**config.mk**
```make
export PLATFORM = sky130hd
export DESIGN_NAME = modexp_rl_param
export DESIGN_NICKNAME = d
export VERILOG_FILES = /design/src/rtl/modexp_rl_param.sv
export SDC_FILE = /design/constraint.sdc
export NUM_CORES = 1
export LEC_CHECK = 0
export ABC_AREA = 1
export CAP_MARGIN = 0
export CORE_AREA = 10 10 203 205
export CTS_CLUSTER_SIZE = 10
export DETAILED_ROUTE_END_ITERATION = 7
export DIE_AREA = 0 0 213 215
export GPL_ROUTABILITY_DRIVEN = 0
export GPL_TIMING_DRIVEN = 0
export MAX_ROUTING_LAYER = met4
export PLACE_DENSITY = 0.66
export SLEW_MARGIN = 25
export SYNTH_ARGS = -nofsm -noshare
export SYNTH_HDL_FRONTEND = slang
export SYNTH_SLANG_ARGS = --single-unit
```
**constraint.sdc**
```tcl
create_clock -name clk -period 7.71 [get_ports clk]
set_clock_uncertainty 0.05 [all_clocks]
set_input_delay 1.542 -clock clk [delete_from_list [all_inputs] [get_ports clk]]
set_output_delay 1.542 -clock clk [all_outputs]
set_load 0.01 [all_outputs]
```
**src/rtl/modexp_rl_param.sv**
```systemverilog
// rtl/modexp_rl_param.sv - right-to-left binary modular exponentiator
// One bit-serial Blakley multiplier is time-shared by base reduction, multiply and square steps.
module modexp_rl_param #(
  parameter int WIDTH     = 32,
  parameter int EXP_WIDTH = 32
) (
  input  logic                 clk,
  input  logic                 rst,
  input  logic                 start,
  input  logic [WIDTH-1:0]     base,
  input  logic [EXP_WIDTH-1:0] exp,
  input  logic [WIDTH-1:0]     modulus,
  output logic                 busy,
  output logic                 done,
  output logic [WIDTH-1:0]     r,
  output logic                 err
);
  localparam int CW = $clog2(WIDTH);

  typedef enum logic [2:0] {S_IDLE, S_REDUCE, S_MUL_R, S_MUL_Y, S_DONE} state_t;

  state_t               state_q, state_d;
  logic [WIDTH-1:0]     base_q, base_d, mod_q, mod_d, acc_q, acc_d, y_q, y_d;
  logic [WIDTH-1:0]     p_q, p_d, r_q, r_d;
  logic [EXP_WIDTH-1:0] exp_q, exp_d;
  logic [CW-1:0]        bit_q, bit_d;
  logic                 busy_q, busy_d, done_q, done_d, err_q, err_d;

  logic [WIDTH-1:0]     mul_a, mul_b, res;
  logic [WIDTH+1:0]     mod_x, step;
  logic [EXP_WIDTH-1:0] exp_sh;

  function automatic state_t scan(input logic [EXP_WIDTH-1:0] e);
    state_t s;
    if (e == '0)    s = S_DONE;
    else if (e[0])  s = S_MUL_R;
    else            s = S_MUL_Y;
    return s;
  endfunction

  // One Blakley step: P = 2P + a[i]*b, then at most two subtractions keep P < m.
  always_comb begin
    mul_a = base_q;
    mul_b = WIDTH'(1);
    case (state_q)
      S_MUL_R: begin mul_a = acc_q; mul_b = y_q; end
      S_MUL_Y: begin mul_a = y_q;   mul_b = y_q; end
      default: ;
    endcase
    mod_x = {2'b00, mod_q};
    step  = {1'b0, p_q, 1'b0} + (mul_a[bit_q] ? {2'b00, mul_b} : '0);
    if (step >= mod_x) step = step - mod_x;
    if (step >= mod_x) step = step - mod_x;
    res    = step[WIDTH-1:0];
    exp_sh = exp_q >> 1;
  end

  always_comb begin
    state_d = state_q;
    base_d  = base_q;
    exp_d   = exp_q;
    mod_d   = mod_q;
    acc_d   = acc_q;
    y_d     = y_q;
    p_d     = p_q;
    bit_d   = bit_q;
    busy_d  = busy_q;
    done_d  = 1'b0;
    r_d     = r_q;
    err_d   = err_q;
    case (state_q)
      S_IDLE: begin
        // busy_q still high here means this is the done cycle; start is ignored.
        busy_d = 1'b0;
        if (start && !busy_q) begin
          base_d  = base;
          exp_d   = exp;
          mod_d   = modulus;
          acc_d   = (modulus == WIDTH'(1)) ? '0 : WIDTH'(1);
          p_d     = '0;
          bit_d   = CW'(WIDTH - 1);
          busy_d  = 1'b1;
          state_d = (modulus == '0) ? S_DONE : S_REDUCE;
        end
      end
      S_REDUCE, S_MUL_R, S_MUL_Y: begin
        p_d   = res;
        bit_d = bit_q - CW'(1);
        if (bit_q == '0) begin
          p_d   = '0;
          bit_d = CW'(WIDTH - 1);
          case (state_q)
            S_REDUCE: begin
              y_d     = res;
              state_d = scan(exp_q);
            end
            S_MUL_R: begin
              acc_d   = res;
              state_d = (exp_sh == '0) ? S_DONE : S_MUL_Y;
            end
            default: begin
              y_d     = res;
              exp_d   = exp_sh;
              state_d = scan(exp_sh);
            end
          endcase
        end
      end
      S_DONE: begin
        done_d  = 1'b1;
        r_d     = (mod_q == '0) ? '0 : acc_q;
        err_d   = (mod_q == '0);
        state_d = S_IDLE;
      end
      default: state_d = S_IDLE;
    endcase
  end

  always_ff @(posedge clk) begin
    if (rst) begin
      state_q <= S_IDLE;
      base_q  <= '0;
      exp_q   <= '0;
      mod_q   <= '0;
      acc_q   <= '0;
      y_q     <= '0;
      p_q     <= '0;
      bit_q   <= '0;
      busy_q  <= 1'b0;
      done_q  <= 1'b0;
      r_q     <= '0;
      err_q   <= 1'b0;
    end else begin
      state_q <= state_d;
      base_q  <= base_d;
      exp_q   <= exp_d;
      mod_q   <= mod_d;
      acc_q   <= acc_d;
      y_q     <= y_d;
      p_q     <= p_d;
      bit_q   <= bit_d;
      busy_q  <= busy_d;
      done_q  <= done_d;
      r_q     <= r_d;
      err_q   <= err_d;
    end
  end

  assign busy = busy_q;
  assign done = done_q;
  assign r    = r_q;
  assign err  = err_q;
endmodule
```
==> results.sh, run 1 <==
export IMPL_status="finished with violations"
export IMPL_violations="setup timing"
export IMPL_crit_path_frequent_cell="nand2_1"
export IMPL_slew_viol_final=0
export IMPL_numPortBuffers=132
export IMPL_cp_slowest_cell="o311ai_0"
export IMPL_synth_seq_area_share=0.285
export IMPL_synth_distinct_cells=52
export IMPL_synth_enable_flop_cells=0
export IMPL_cts_root_buf="clkbuf_16"
export IMPL_synth_cells=2595
export IMPL_nets=3099
export IMPL_grt_max_degree=16
export IMPL_synth_seq_cells=235
export IMPL_path_clk_slew_ns=0.06
export IMPL_hp_class="flip-flop to flip-flop"
export IMPL_setup_viol=96
export IMPL_cts_tree="built"
export IMPL_syn_area_um2=16500
export IMPL_tns_ns=-23.42
export IMPL_crit_type="flip-flop to flip-flop"
export IMPL_fillers=3228
export IMPL_clockBufferDepth=3
export IMPL_insertion_delay_ns=0.59
export IMPL_grt_pass1_wl_um=101000
export IMPL_grt_pass1_vias=18493
export IMPL_async_flop_share=0
export IMPL_drv_cap=0
export IMPL_dp_hpwl_um=49800
export IMPL_max_slew_margin=0.0683
export IMPL_cp_start_kind="flip-flop"
export IMPL_drive_above_1_share=0.225
export IMPL_rrSetupSlack_ns=-0.62
export IMPL_cp_end_kind="flip-flop"
export IMPL_firstDrtPassIters=6
export IMPL_dieArea_um2=45800
export IMPL_ctsHtreeMaxLevel=1
export IMPL_drc=0
export IMPL_drt_total_wl_um=68300
export IMPL_overflow=0
export IMPL_core_area_um2=37200
export IMPL_worstMarginPinSlew_ns=1.38
export IMPL_dieHeight_um=215
export IMPL_cp_arrival_ns=8.77
export IMPL_antenna_found_initial=3
export IMPL_grt_usage=0.283
export IMPL_detail_route_iter0_violations=1775
export IMPL_syn_nets=2793
export IMPL_clock_sinks=235
export IMPL_routedWlPerCell_um=20.2
export IMPL_rsz0062_at_grt="yes"
export IMPL_detail_route_antenna_nets=0
export IMPL_fmax_mhz=120
export IMPL_vias=19512
export IMPL_slowest_delay_ns=1.12
export IMPL_die_x_um=213
export IMPL_yosys_warnings=0
export IMPL_critPathMaxFanout=10
export IMPL_hold_buffers=0
export IMPL_postSynthAreaPerCell_um2=6.37
export IMPL_syn2layout_area_growth_pct=40.6
export IMPL_min_period_over_period=1.08
export IMPL_finalCriticalPeriod_ns=8.33
export IMPL_cts_buffers_inserted=29
export IMPL_crit_required_ns=8.16
export IMPL_report_final_hold_viol_count=0
export IMPL_synth_ff_type="dfxtp_1"
export IMPL_rows=71
export IMPL_floorplan_initialDensity=0.444
export IMPL_vias_per_cell=5.76
export IMPL_io_pins=134
export IMPL_layout_setup_ws_ns=-0.617
==> stage by stage <==
stage / setup WS (ns) / hold slack [ns] / cells / utilization / cell area (um2)
6_report: -0.617 / 0.406 / 3387 / 0.624 / 23200
2_1_floorplan: 0.127 / 0.380 / 2595 / - / 16500
5_1_grt: -0.816 / 0.429 / 3387 / 0.624 / 23200
3_5_place_dp: -2.77 / 0.398 / 3201 / 0.496 / 18400
4_1_cts: -0.150 / 0.406 / 3329 / 0.578 / 21500
3_3_place_gp: -2.68 / 0.390 / 3201 / 0.495 / 18400
==> worst max-delay path: cells and delay by family, from the launching register on <==
kind	cells	cell delay, ns
xor gates and xnor gates	2	0.45
adders and majority gates	3	0.93
AOI/OAI and AO/OA	9	2.39
DFF	1	0.37
buffers and inverters	13	1.52
and+or+nand+nor	26	2.50
==> what timing repair did <==
| item | CTS | global route |
|---|---|---|
| buffers inserted | 81 | 52 |
| gates cloned | 8 | 4 |
| setup endpoints to repair | 96 | 96 |
| gates resized for setup | 363 | 305 |
| pin swaps | 96 | 128 |
==> worst paths after layout <==
path,startpoint,endpoint,cells past startpoint
max,state_q[2]$_SDFFE_PP0P_,p_q[25]$_SDFFE_PP0P_,53
min reg2reg,base_q[18]$_SDFFE_PP0P_,base_q[18]$_SDFFE_PP0P_,2
min,base_q[18]$_SDFFE_PP0P_,base_q[18]$_SDFFE_PP0P_,2
max reg2reg,state_q[2]$_SDFFE_PP0P_,p_q[25]$_SDFFE_PP0P_,53
==> synthesized netlist by cell type (all sizes together), types with 18 or more instances <==
library cell / instances / area (um2)
a211oi: 67 / 503
a21oi: 293 / 1470
clkbuf: 91 / 343
dfxtp: 235 / 4700
ha: 96 / 1200
inv: 325 / 1220
nand2: 650 / 2450
nand3: 100 / 523
nand4: 22 / 138
nor2: 240 / 920
nor3: 51 / 255
nor4: 24 / 150
o21ai: 203 / 1070
o21bai: 21 / 158
or2: 18 / 113
xnor2: 41 / 359
xor2: 37 / 324
==> metal layers <==
layer	up-vias	track usage	share of wire
met5	-	-	0
met4	0	0.156	0.069
met3	283	0.0384	0.083
met2	1035	0.454	0.45
met1	9027	0.335	0.39
li1	9167	-	-
==> cells in the final DEF, fill, tap and decap left out, types with 10 or more instances in the layout <==
cell type,instances
nand2_1,533
inv_1,299
dfxtp_1,232
a21oi_1,223
nor2_1,207
clkdlybuf4s50_1,132
buf_4,118
o21ai_0,113
nand2_2,82
clkbuf_1,78
nand3_1,72
a21oi_2,67
a211oi_1,67
ha_1,55
xnor2_1,38
ha_4,33
clkbuf_16,33
nand2_4,32
o21ai_1,32
o21ai_4,32
nor3_1,28
xor2_1,28
o21ai_2,26
inv_2,22
nand4_1,22
nor4_1,22
nor3_2,18
nor2_4,17
nand3_2,17
nor2_2,16
o21bai_1,16
o211ai_1,14
or2_2,14
buf_8,12
nand3_4,11
buf_12,11
buf_6,11
a21o_1,10
==> area by class of cell <==
type	count	area, um2	share of cell area
Antenna cell	2	5.00	0.000215
Buffer	103	643	0.0277
Clock buffer	37	796	0.0342
Clock inverter	4	63.8	0.00275
Inverter	327	1250	0.0539
Multi-Input combinational cell	1929	12500	0.538
Sequential cell	235	4720	0.203
Tap cell	474	593	0.0255
Timing Repair Buffer	276	2680	0.115
==> sequential cells by signal (all words and copies together), names as in the netlist <==
register  count
y_q          32
err           1
bit_q         5
exp_q        32
busy          1
r            32
p_q          32
base_q       32
mod_q        32
done          1
state_q       3
acc_q        32
==> logic make-up after synthesis <==
logic type               count (synthesis)  share of synthesized area
adder cells (fa/ha/maj)                 99                     0.0763
AND/OR/NAND/NOR                       1117                      0.280
AO/OA/AOI/OAI                          634                      0.217
XOR/XNOR                                78                     0.0413
flip-flops                             235                      0.285
buffers and inverters                  432                      0.101
Power of run 1 is not shown: default switching activity piles up to over one toggle a cycle in this logic, so the estimate is an artifact.
==> run 2: changes to the inputs <==
--- a/config.mk
+++ b/config.mk
@@ -14,7 +14,6 @@
 export GPL_ROUTABILITY_DRIVEN = 0
 export GPL_TIMING_DRIVEN = 0
 export MAX_ROUTING_LAYER = met4
-export PLACE_DENSITY = 0.66
 export SLEW_MARGIN = 25
 export SYNTH_ARGS = -nofsm -noshare
 export SYNTH_HDL_FRONTEND = slang
==> constraint.sdc (replaced) <==
create_clock -name clk -period 9.95 [get_ports clk]
set_clock_uncertainty 0.05 [all_clocks]
set_input_delay 1.99 -clock clk [delete_from_list [all_inputs] [get_ports clk]]
set_output_delay 1.99 -clock clk [all_outputs]
set_load 0.01 [all_outputs]
==> results.sh, run 2 (same netlist as run 1, synthesis figures left out) <==
export IMPL_slowest_delay_ns=0.43
export IMPL_ctsHtreeMaxLevel=1
export IMPL_r2r_start="state_q[2]$_SDFFE_PP0P_"
export IMPL_hold_buffers=0
export IMPL_syn2layout_area_growth_pct=17.4
export IMPL_fin_cells=3244
export IMPL_setup_viol=0
export IMPL_min_delay_start="base_q[30]$_SDFFE_PP0P_"
export IMPL_vias=17841
export IMPL_hold_depth=2
export IMPL_die_x_um=213
export IMPL_drc=0
export IMPL_cts_tree="built"
export IMPL_cts_buffers_inserted=28
export IMPL_fillers=3838
export IMPL_cts_root_buf="clkbuf_16"
export IMPL_fin_hold_ws_ns=0.406
export IMPL_drive_above_1_share=0.0505
export IMPL_cp_start_kind="flip-flop"
export IMPL_nets=2960
export IMPL_clockBufferDepth=3
export IMPL_grt_pass1_vias=17410
export IMPL_diodes=0
export IMPL_critPathMaxFanout=10
export IMPL_dp_hpwl_um=51100
export IMPL_report_final_hold_viol_count=0
export IMPL_detail_route_antenna_nets=0
export IMPL_fin_util=0.521
export IMPL_hp_class="flip-flop to flip-flop"
export IMPL_rows=71
export IMPL_io_pins=134
export IMPL_cp_arrival_ns=9.84
export IMPL_firstDrtPassIters=7
export IMPL_post_place_ws_ns=-0.631
export IMPL_fmax_mhz=106
export IMPL_status="complete, no violations"
export IMPL_drv_cap=0
export IMPL_routedWlPerCell_um=19.2
export IMPL_crit_required_ns=10.40
export IMPL_min_period_over_period=0.944
export IMPL_layout_setup_ws_ns=0.554
export IMPL_final_cell_mix="nand2_1 (641), inv_1 (317), a21oi_1 (291), nor2_1 (237), dfxtp_1 (234)"
export IMPL_worstHoldEndpoint="base_q[30]$_SDFFE_PP0P_"
export IMPL_finalCriticalPeriod_ns=9.40
export IMPL_overflow=0
export IMPL_path_clk_slew_ns=0.06
export IMPL_slew_viol_final=0
export IMPL_dieHeight_um=215
export IMPL_grt_max_degree=16
export IMPL_antenna_found_initial=1
export IMPL_crit_type="flip-flop to flip-flop"
export IMPL_cp_end_kind="flip-flop"
export IMPL_drt_total_wl_um=62400
export IMPL_grt_usage=0.270
export IMPL_dp_cells=3201
export IMPL_rrSetupSlack_ns=0.55
export IMPL_detail_route_iter0_violations=1253
export IMPL_clock_sinks=235
export IMPL_reg2reg_depth=57
export IMPL_numPortBuffers=132
export IMPL_floorplan_initialDensity=0.444
export IMPL_worstMarginPinSlew_ns=1.10
export IMPL_vias_per_cell=5.50
export IMPL_multiInputGateArea_um2=10300
export IMPL_cp_slowest_cell="fa_1"
export IMPL_r2r_end="p_q[31]$_SDFFE_PP0P_"
export IMPL_grt_pass1_wl_um=95500
export IMPL_insertion_delay_ns=0.57
export IMPL_dieArea_um2=45800
export IMPL_max_slew_margin=0.266
export IMPL_final_seq_area_um2=4710
export IMPL_core_area_um2=37200
export IMPL_layout_commonest_cell="nand2_1"
export IMPL_crit_path_frequent_cell="nand2_1"
## run 2: changes by cell type in the layout (fill, tap and decap cells not counted), moves of 18 or more
cell / change
buf_4: -111
nand2_1: +108
nand2_2: -73
a21oi_1: +68
a21oi_2: -65
ha_1: +41
o21ai_0: +41
ha_4: -33
nand2_4: -32
o21ai_4: -32
nor2_1: +30
nand3_1: +24
nor3_1: +21
inv_1: +18
## run 2: how the worst max path moves through the flow
stage,start,endpoint
final,state_q[2]$_SDFFE_PP0P_,p_q[31]$_SDFFE_PP0P_
after global routing,state_q[2]$_SDFFE_PP0P_,p_q[7]$_SDFFE_PP0P_
after CTS,state_q[1]$_SDFFE_PP0P_,acc_q[26]$_SDFFE_PP0P_
after detailed placement,state_q[1]$_SDFFE_PP0P_,y_q[23]$_SDFFE_PP0P_
after global placement,state_q[2]$_SDFFE_PP0P_,y_q[23]$_SDFFE_PP0P_
after floorplan,state_q[1]$_SDFFE_PP0P_,y_q[23]$_SDFFE_PP0P_
## run 2: metrics by stage
stage	TNS [ns]	instance area [um2]
2_1_floorplan	0	16500
3_3_place_gp	-33.31	18400
3_5_place_dp	-37.61	18400
4_1_cts	0	19300
5_1_grt	-1.71	19400
6_report	0	19400
## run 2: critical path, delay by kind of cell, from the launching register on
kind	cells	cell delay [ns]
xor+xnor	1	0.29
simple gates	35	4.73
flops	1	0.40
compound gates	5	0.77
fa+ha+maj	5	1.61
buf+inv	11	1.44
## run 2: routing by layer
metal	wire, um	share of wire	GRT usage
met3	3770	0.060	0.0263
met2	28200	0.45	0.437
met5	0	0	-
met1	27000	0.43	0.334
met4	3380	0.054	0.124
## run 2: cell type report
| type | instances | share of cell area |
|---|---|---|
| buffer | 105 | 0.0235 |
| clock buffer | 36 | 0.0397 |
| clock inverter | 2 | 0.00180 |
| inverter | 327 | 0.0632 |
| multi-input combinational | 1929 | 0.529 |
| sequential | 235 | 0.242 |
| tap | 474 | 0.0306 |
| timing repair buffer | 136 | 0.0696 |
## run 2: repair_timing
action,in CTS,in global routing
pin swaps,0,2
gates cloned,0,1
resized for setup,10,48
buffers inserted,0,4
setup endpoints to repair,96,96
Power of run 2 is left out for the same reason.
==> run 3: changes to the inputs <==
--- a/config.mk
+++ b/config.mk
@@ -14,6 +14,7 @@
 export GPL_ROUTABILITY_DRIVEN = 0
 export GPL_TIMING_DRIVEN = 0
 export MAX_ROUTING_LAYER = met4
+export RECOVER_POWER = 25
 export SLEW_MARGIN = 25
 export SYNTH_ARGS = -nofsm -noshare
 export SYNTH_HDL_FRONTEND = slang
==> results.sh, run 3 (same netlist as run 1, synthesis figures left out) <==
export IMPL_status="complete, no violations"
export IMPL_report_final_hold_viol_count=0
export IMPL_grt_usage=0.270
export IMPL_dieArea_um2=45800
export IMPL_diodes=0
export IMPL_insertion_delay_ns=0.57
export IMPL_use_met3=0.0263
export IMPL_vias_per_cell=5.50
export IMPL_rows=71
export IMPL_grt_max_degree=16
export IMPL_critPathMaxFanout=10
export IMPL_fin_hold_ws_ns=0.407
export IMPL_layout_commonest_cell="nand2_1"
export IMPL_grt_use_met2=0.437
export IMPL_cp_slowest_cell="fa_1"
export IMPL_syn2layout_area_growth_pct=17.4
export IMPL_routedWlPerCell_um=19.2
export IMPL_cp_start_kind="flip-flop"
export IMPL_post_place_ws_ns=-0.631
export IMPL_top_usage_layer="met2"
export IMPL_grt_pass1_wl_um=95500
export IMPL_dieHeight_um=215
export IMPL_slowest_delay_ns=0.43
export IMPL_die_x_um=213
export IMPL_finalCriticalPeriod_ns=9.39
export IMPL_multiInputGateArea_um2=10300
export IMPL_max_slew_margin=0.264
export IMPL_cts_root_buf="clkbuf_16"
export IMPL_cts_tree="built"
export IMPL_detail_route_iter0_violations=1252
export IMPL_fmax_mhz=106
export IMPL_nets=2960
export IMPL_drv_cap=0
export IMPL_overflow=0
export IMPL_crit_type="flip-flop to flip-flop"
export IMPL_detail_route_antenna_nets=0
export IMPL_io_pins=134
export IMPL_drc=0
export IMPL_dp_cells=3201
export IMPL_cp_arrival_ns=9.84
export IMPL_hp_class="flip-flop to flip-flop"
export IMPL_gr_usage_met1=0.334
export IMPL_tns_ns=0
export IMPL_crit_path_frequent_cell="nand2_1"
export IMPL_final_cell_mix="nand2_1 (641), inv_1 (317), a21oi_1 (291), nor2_1 (237), dfxtp_1 (234)"
export IMPL_setup_viol=0
export IMPL_floorplan_initialDensity=0.444
export IMPL_cp_end_kind="flip-flop"
export IMPL_antenna_found_initial=1
export IMPL_crit_required_ns=10.40
export IMPL_grt_pass1_vias=17410
export IMPL_clockBufferDepth=3
export IMPL_core_area_um2=37200
export IMPL_slew_viol_final=0
export IMPL_worstMarginPinSlew_ns=1.10
export IMPL_min_period_over_period=0.944
export IMPL_numPortBuffers=132
export IMPL_dp_hpwl_um=51100
export IMPL_layout_setup_ws_ns=0.555
export IMPL_fin_cells=3244
export IMPL_ctsHtreeMaxLevel=1
export IMPL_drt_total_wl_um=62300
export IMPL_final_seq_area_um2=4710
export IMPL_clock_sinks=235
export IMPL_drive_above_1_share=0.0505
export IMPL_cts_buffers_inserted=28
export IMPL_path_clk_slew_ns=0.06
export IMPL_firstDrtPassIters=5
export IMPL_vias=17840
export IMPL_fillers=3838
run 3: cell types whose count changed in the layout (fill, tap and decap cells not counted):
cell	change
clkdlybuf4s50_1	-26
dlygate4sd3_1	+26
run 3: path summary, 6_finish.rpt:
path | to | cells past startpoint | slack (ns) | from
hold / removal | base_q[30]$_SDFFE_PP0P_ | 2 | 0.41 | base_q[30]$_SDFFE_PP0P_
hold reg to reg | base_q[30]$_SDFFE_PP0P_ | 2 | 0.41 | base_q[30]$_SDFFE_PP0P_
setup / recovery | p_q[31]$_SDFFE_PP0P_ | 57 | 0.56 | state_q[2]$_SDFFE_PP0P_
setup reg to reg | p_q[31]$_SDFFE_PP0P_ | 57 | 0.56 | state_q[2]$_SDFFE_PP0P_
run 3: cell type report:
type                    instances  share of cell area
well taps                     474              0.0306
clock buffers                  36              0.0397
repair buffers                136              0.0696
inverters                     327              0.0632
flip-flops and latches        235               0.242
plain buffers                 105              0.0235
clock inverters                 2             0.00180
multi-input cells            1929               0.529
run 3: stage by stage:
stage,utilization,cell area [um2]
floorplan,-,16500
global placement,0.495,18400
detailed placement,0.496,18400
CTS,0.518,19300
global route,0.521,19400
finish,0.521,19400
run 3: metal layers:
layer / part of all wire / wire length (um)
met4: 0.055 / 3400
met5: 0 / 0
met1: 0.43 / 27000
met2: 0.45 / 28200
met3: 0.060 / 3710
run 3: what timing repair did:
action,4_1_cts,5_1_grt
gates resized for setup,10,48
hold buffers,0,0
buffers inserted,0,4
endpoints found under the setup margin,96,96
gates cloned,0,1
pin swaps,0,2
run 3: worst max-delay path, delay by kind of cell (launching register included):
kind	cells	cell delay [ns]
and+or+nand+nor	35	4.74
xor gates and xnor gates	1	0.29
AOI/OAI and AO/OA	5	0.77
buffers and inverters	11	1.44
adders and majority gates	5	1.61
DFF	1	0.40
Power of run 3 is left out for the same reason.
==> RTL change 1, RTL diff (config.mk and constraints of run 1) <==
Re-encode `state_t` (5 states) as one-hot, 5 bits wide.
--- a/src/rtl/modexp_rl_param.sv
+++ b/src/rtl/modexp_rl_param.sv
@@ -19,3 +19,3 @@
 
-  typedef enum logic [2:0] {S_IDLE, S_REDUCE, S_MUL_R, S_MUL_Y, S_DONE} state_t;
+  typedef enum logic [4:0] {S_IDLE = 5'b00001, S_REDUCE = 5'b00010, S_MUL_R = 5'b00100, S_MUL_Y = 5'b01000, S_DONE = 5'b10000} state_t;
 
Check against the original RTL: same outputs for any inputs over 10 cycles, from zero or initial values and one cycle with rst high; not proved beyond that.
==> RTL change 1 against run 1 <==
- the flow still finishes with violations (setup timing)
- non-clock buffer count is 30 lower
- die area stayed put
- global-route usage is 0.72 points lower
- core utilization is 1.9 points lower
- synthesized cell count is 0.46% higher
- synthesized area hardly changed
- sequential cell count is 2 higher
- routed wire length is 3.2% lower
- cell area is 3.1% lower
- setup slack better by 0.045 ns
- critical path type unchanged
- highest routed layer unchanged
Power is left out: the tool's default activity adds up to more than one toggle a clock period on the data nets, which glitch-free logic cannot reach.
==> RTL change 1: results (changes against run 1) <==
stage	metric	value	unit	change
synthesis	syn-num-nets	2805		+0.43%
timing	setup_ws	-0.572	ns	+0.0449 ns
grt	met3_usage	0.0485		+0.0100
clock_tree	numCtsBuffers	29		unchanged
routing	wl_met3	6.68	mm	+17%
placed_design	placed_area	18500	µm²	about the same
setup_path	r2r_end	acc_q[31]		
outcome	failed_checks	setup timing		
placed_design	preCtsSetupSlack	-2.59	ns	+0.183 ns
synthesis	yosysSeqAreaShare	0.287		+0.00253
placed_design	dpl.cell_count	3214		+0.41%
synthesis	avgSynthCellArea	6.34	µm²	-0.50%
routing	wire_per_inst	19.6	µm	-2.7%
synthesis	synth.top_cells.by_area	dfxtp_1 (29%), nand2_1 (16%), a21oi_1 (8.2%)		
setup_path	critPathSlowestCell	dfxtp_1		
cells_and_area	fin_cells	3367		-0.59%
grt	gr-usage-met1	0.361		+0.0253
grt	use_met2	0.418		-0.0365
clock_tree	clk_latency	0.61	ns	+0.02 ns
routing	vias_per_cell	5.73		-0.45%
cells_and_area	layout.nets	3079		-0.65%
outcome	outcome	complete, but fails checks		
routing	wl_met2	29.3	mm	-5.6%
grt	antenna_found_initial	0		-3
setup_path	critPathMaxStageDelay	0.37	ns	-0.75 ns
cells_and_area	drive_above_1_share	0.209		-0.0161
grt	grt_use_total	0.276		-0.00717
timing	setup_viol	96		unchanged
setup_path	r2r_cells	55		+3.8%
timing	setup_tns	-46.70	ns	-23.28 ns
clock_tree	htreeDepth	1		unchanged
timing	tightest_slew	1.08	ns	-0.302 ns
placed_design	dp_hpwl	49.0	mm	-1.8%
placed_design	port_buffers	133		+0.76%
grt	grt_pass1_wl	97.7	mm	-2.8%
synthesis	synthDistinctLibCells	47		-9.6%
grt	grt_pass1_vias	17700		-4.3%
RTL change 1: cell count changes in the layout (fill, tap and decap cells not counted), sizes merged, moves of 10 or more:
cell / run 1 / this run
or2: 18 / 6
a21oi: 293 / 282
nand2: 650 / 749
inv: 325 / 292
buf: 160 / 133
nor2: 241 / 214
a211oi: 67 / 5
nand4: 22 / 42
a31oi: 4 / 38
o21ai: 203 / 213
RTL change 1: kinds of logic after synthesis:
| logic type | after synthesis | synth area share |
|---|---|---|
| xor+xnor | 80 | 0.0424 |
| compound gates | 584 | 0.191 |
| fa+ha+maj | 99 | 0.0763 |
| simple gates | 1207 | 0.309 |
| buf+inv | 400 | 0.0941 |
| flops | 237 | 0.287 |
RTL change 1: final cells by class:
| class | instances | area [µm²] |
|---|---|---|
| Antenna cell | 2 | 5.00 |
| Buffer | 107 | 639 |
| Clock buffer | 36 | 772 |
| Clock inverter | 5 | 42.5 |
| Fill cell | 3284 | 14700 |
| Inverter | 292 | 1130 |
| Multi-Input combinational cell | 1971 | 12200 |
| Sequential cell | 237 | 4750 |
| Tap cell | 474 | 593 |
| Timing Repair Buffer | 242 | 2350 |
| Timing Repair inverter | 1 | 6.26 |
RTL change 1: repair_timing:
item                       CTS  global route
buffers inserted            72            31
gates resized for setup    316           288
hold buffers                 0             0
pin swaps                   81           137
cloned                      10             2
setup endpoints to repair   96            96
RTL change 1: worst min path at each step:
stage	start	slack, ns	cells after the start	end
2_1_floorplan	base_q[0]	0.38	2	base_q[0]
3_3_place_gp	base_q[16]	0.40	2	base_q[16]
3_5_place_dp	base_q[16]	0.41	2	base_q[16]
4_1_cts	base_q[16]	0.41	2	base_q[16]
5_1_grt	r[12]	0.43	2	r[12]
6_report	base_q[21]	0.41	2	base_q[21]
==> RTL change 2, RTL diff (config.mk and constraints of run 1) <==
Made on the original files. Change the parameter `WIDTH` from 32 to 16.
--- a/src/rtl/modexp_rl_param.sv
+++ b/src/rtl/modexp_rl_param.sv
@@ -3,3 +3,3 @@
 module modexp_rl_param #(
-  parameter int WIDTH     = 32,
+  parameter int WIDTH     = 16,
   parameter int EXP_WIDTH = 32
Interface: changed (resized base, modulus and r); port bits go from 134 to 86. The function was not compared with the original's and may differ.
==> RTL change 2 against run 1 <==
- synthesized area shrank 46%
- routed wire length shrank 57%
- sequential cell count shrank 97
- highest routed layer unchanged
- setup slack gained 1.0 ns
- critical path type unchanged
- critical path depth is the same
- largest cell class unchanged
- cell area shrank 52%
Power is left out: the tool's default activity adds up to more than one toggle a clock period on the data nets, which glitch-free logic cannot reach.
==> RTL change 2: results (changes against run 1) <==
stage	metric	value	unit	change
synthesis	synth_ff_type	dfxtp_1		
synthesis	synth.top_cells.by_area	dfxtp_1 (31%), nand2_1 (12%), a21oi_1 (7.5%)		
synthesis	yosys.cell_count.top_type	nand2_1		
timing	slew_headroom	0.534		+0.466
grt	antenna_found_initial	0		-3
clock_tree	cts_root_buf	clkbuf_16		
cells_and_area	antenna_cells	0		-2
grt	grt_max_degree	17		+1
routing	first_pass_iters	5		-1
clock_tree	clk_latency	0.44	ns	-0.15 ns
grt	grt_use_total	0.127		-0.156
outcome	outcome	completed		
cells_and_area	fillCellCount	3948		+22%
synthesis	syn-num-nets	1432		-49%
cells_and_area	top_register	exp_q		
setup_path	critPathMaxStageDelay	0.40	ns	-0.72 ns
clock_tree	clk_pin_slew	0.07	ns	
placed_design	port_buffers	84		-36%
worst_hold_path	hp-class	flip-flop to flip-flop		
synthesis	yosys_warnings	0		unchanged
synthesis	yosysSeqAreaShare	0.312		+0.0272
clock_tree	htreeDepth	4		+3
cells_and_area	drive_above_1_share	0.0983		-0.126
grt	grt_pass1_wl	45.7	mm	-55%
cells_and_area	layout.nets	1550		-50%
synthesis	synthDistinctLibCells	49		-5.8%
placed_design	dp_hpwl	23.4	mm	-53%
setup_path	worst_ep_arrival_time	7.56	ns	-1.21 ns
routing	drt_wl_total	29.2	mm	-57%
setup_path	crit_fanout	10		unchanged
setup_path	cpLargestDelayFamily	simple AND/OR/NAND/NOR gates		
routing	vias	9291		-52%
cells_and_area	largest_reg_flops	32		
clock_tree	numCtsBuffers	17		-41%
synthesis	ys_top_cells_by_count	nand2_1 (290), inv_1 (162), dfxtp_1 (138)		
clock_tree	ctsLongestPathBuffers	2		-1
setup_path	critPathSlowestCell	fa_1		
grt	grt_pass1_vias	8800		-52%
routing	drt_iter0_markers	563		-68%
timing	slew_viol_final	0		unchanged
synthesis	synthArstFlopShare	0		unchanged
-- RTL change 2: worst paths after layout --
check	depth (start not counted)	slack [ns]	end	start
worst min-delay path	2	0.41	r[6]	r[6]
worst max register to register	53	0.43	y_q[3]	state_q[1]
worst max-delay path	53	0.43	y_q[3]	state_q[1]
worst min register to register	2	0.41	r[6]	r[6]
-- RTL change 2: area by class of cell --
cell class                      instances  area share
Tap cell                              474      0.0528
Inverter                              169      0.0568
Sequential cell                       138       0.246
Multi-Input combinational cell        955       0.478
Buffer                                 52      0.0252
Clock inverter                         15      0.0171
Timing Repair Buffer                   99      0.0862
Clock buffer                           17      0.0378
-- RTL change 2: repair_timing --
item,4_1_cts,5_1_grt
setup endpoints to repair,48,48
endpoints found under the hold margin,0,0
gates cloned,0,2
setup buffers,1,12
resized for setup,15,52
hold buffers,0,0
pin swaps,2,8
-- RTL change 2: cell families (layout without fill, tap and decap cells) --
family | Yosys count | count (layout) | share of synthesized area
AO/OA/AOI/OAI | 322 | 322 | 0.215
flip-flops | 138 | 138 | 0.312
XOR/XNOR | 38 | 38 | 0.0376
AND/OR/NAND/NOR | 544 | 544 | 0.262
adder cells (fa/ha/maj) | 51 | 51 | 0.0746
buffers and inverters | 221 | 352 | 0.0994
-- RTL change 2: stage by stage --
step | hold slack, ns | setup TNS (ns) | std cells | cell area [µm²] | setup WS, ns
floorplan | 0.379 | 0 | 1314 | 8860 | 1.01
global placement | 0.407 | -20.74 | 1872 | 10300 | -0.504
detailed placement | 0.405 | -20.26 | 1872 | 10300 | -0.499
CTS | 0.415 | 0 | 1905 | 11000 | 0.00340
global route | 0.433 | -0.531 | 1919 | 11200 | -0.0437
finish | 0.414 | 0 | 1919 | 11200 | 0.430
-- RTL change 2: worst min-delay path, cell delays in order (launching register included) --
cell     delay [ns]
dfxtp_1        0.31
nand2_1        0.06
a21oi_1        0.05
-- RTL change 2: routing by layer --
| layer | up-vias | global-route usage | wire, µm |
|---|---|---|---|
| met5 | - | - | 0 |
| met4 | 0 | 0.0428 | 854 |
| met3 | 63 | 0.0282 | 1810 |
| met2 | 282 | 0.204 | 13600 |
| met1 | 4325 | 0.153 | 12900 |
| li1 | 4621 | - | - |
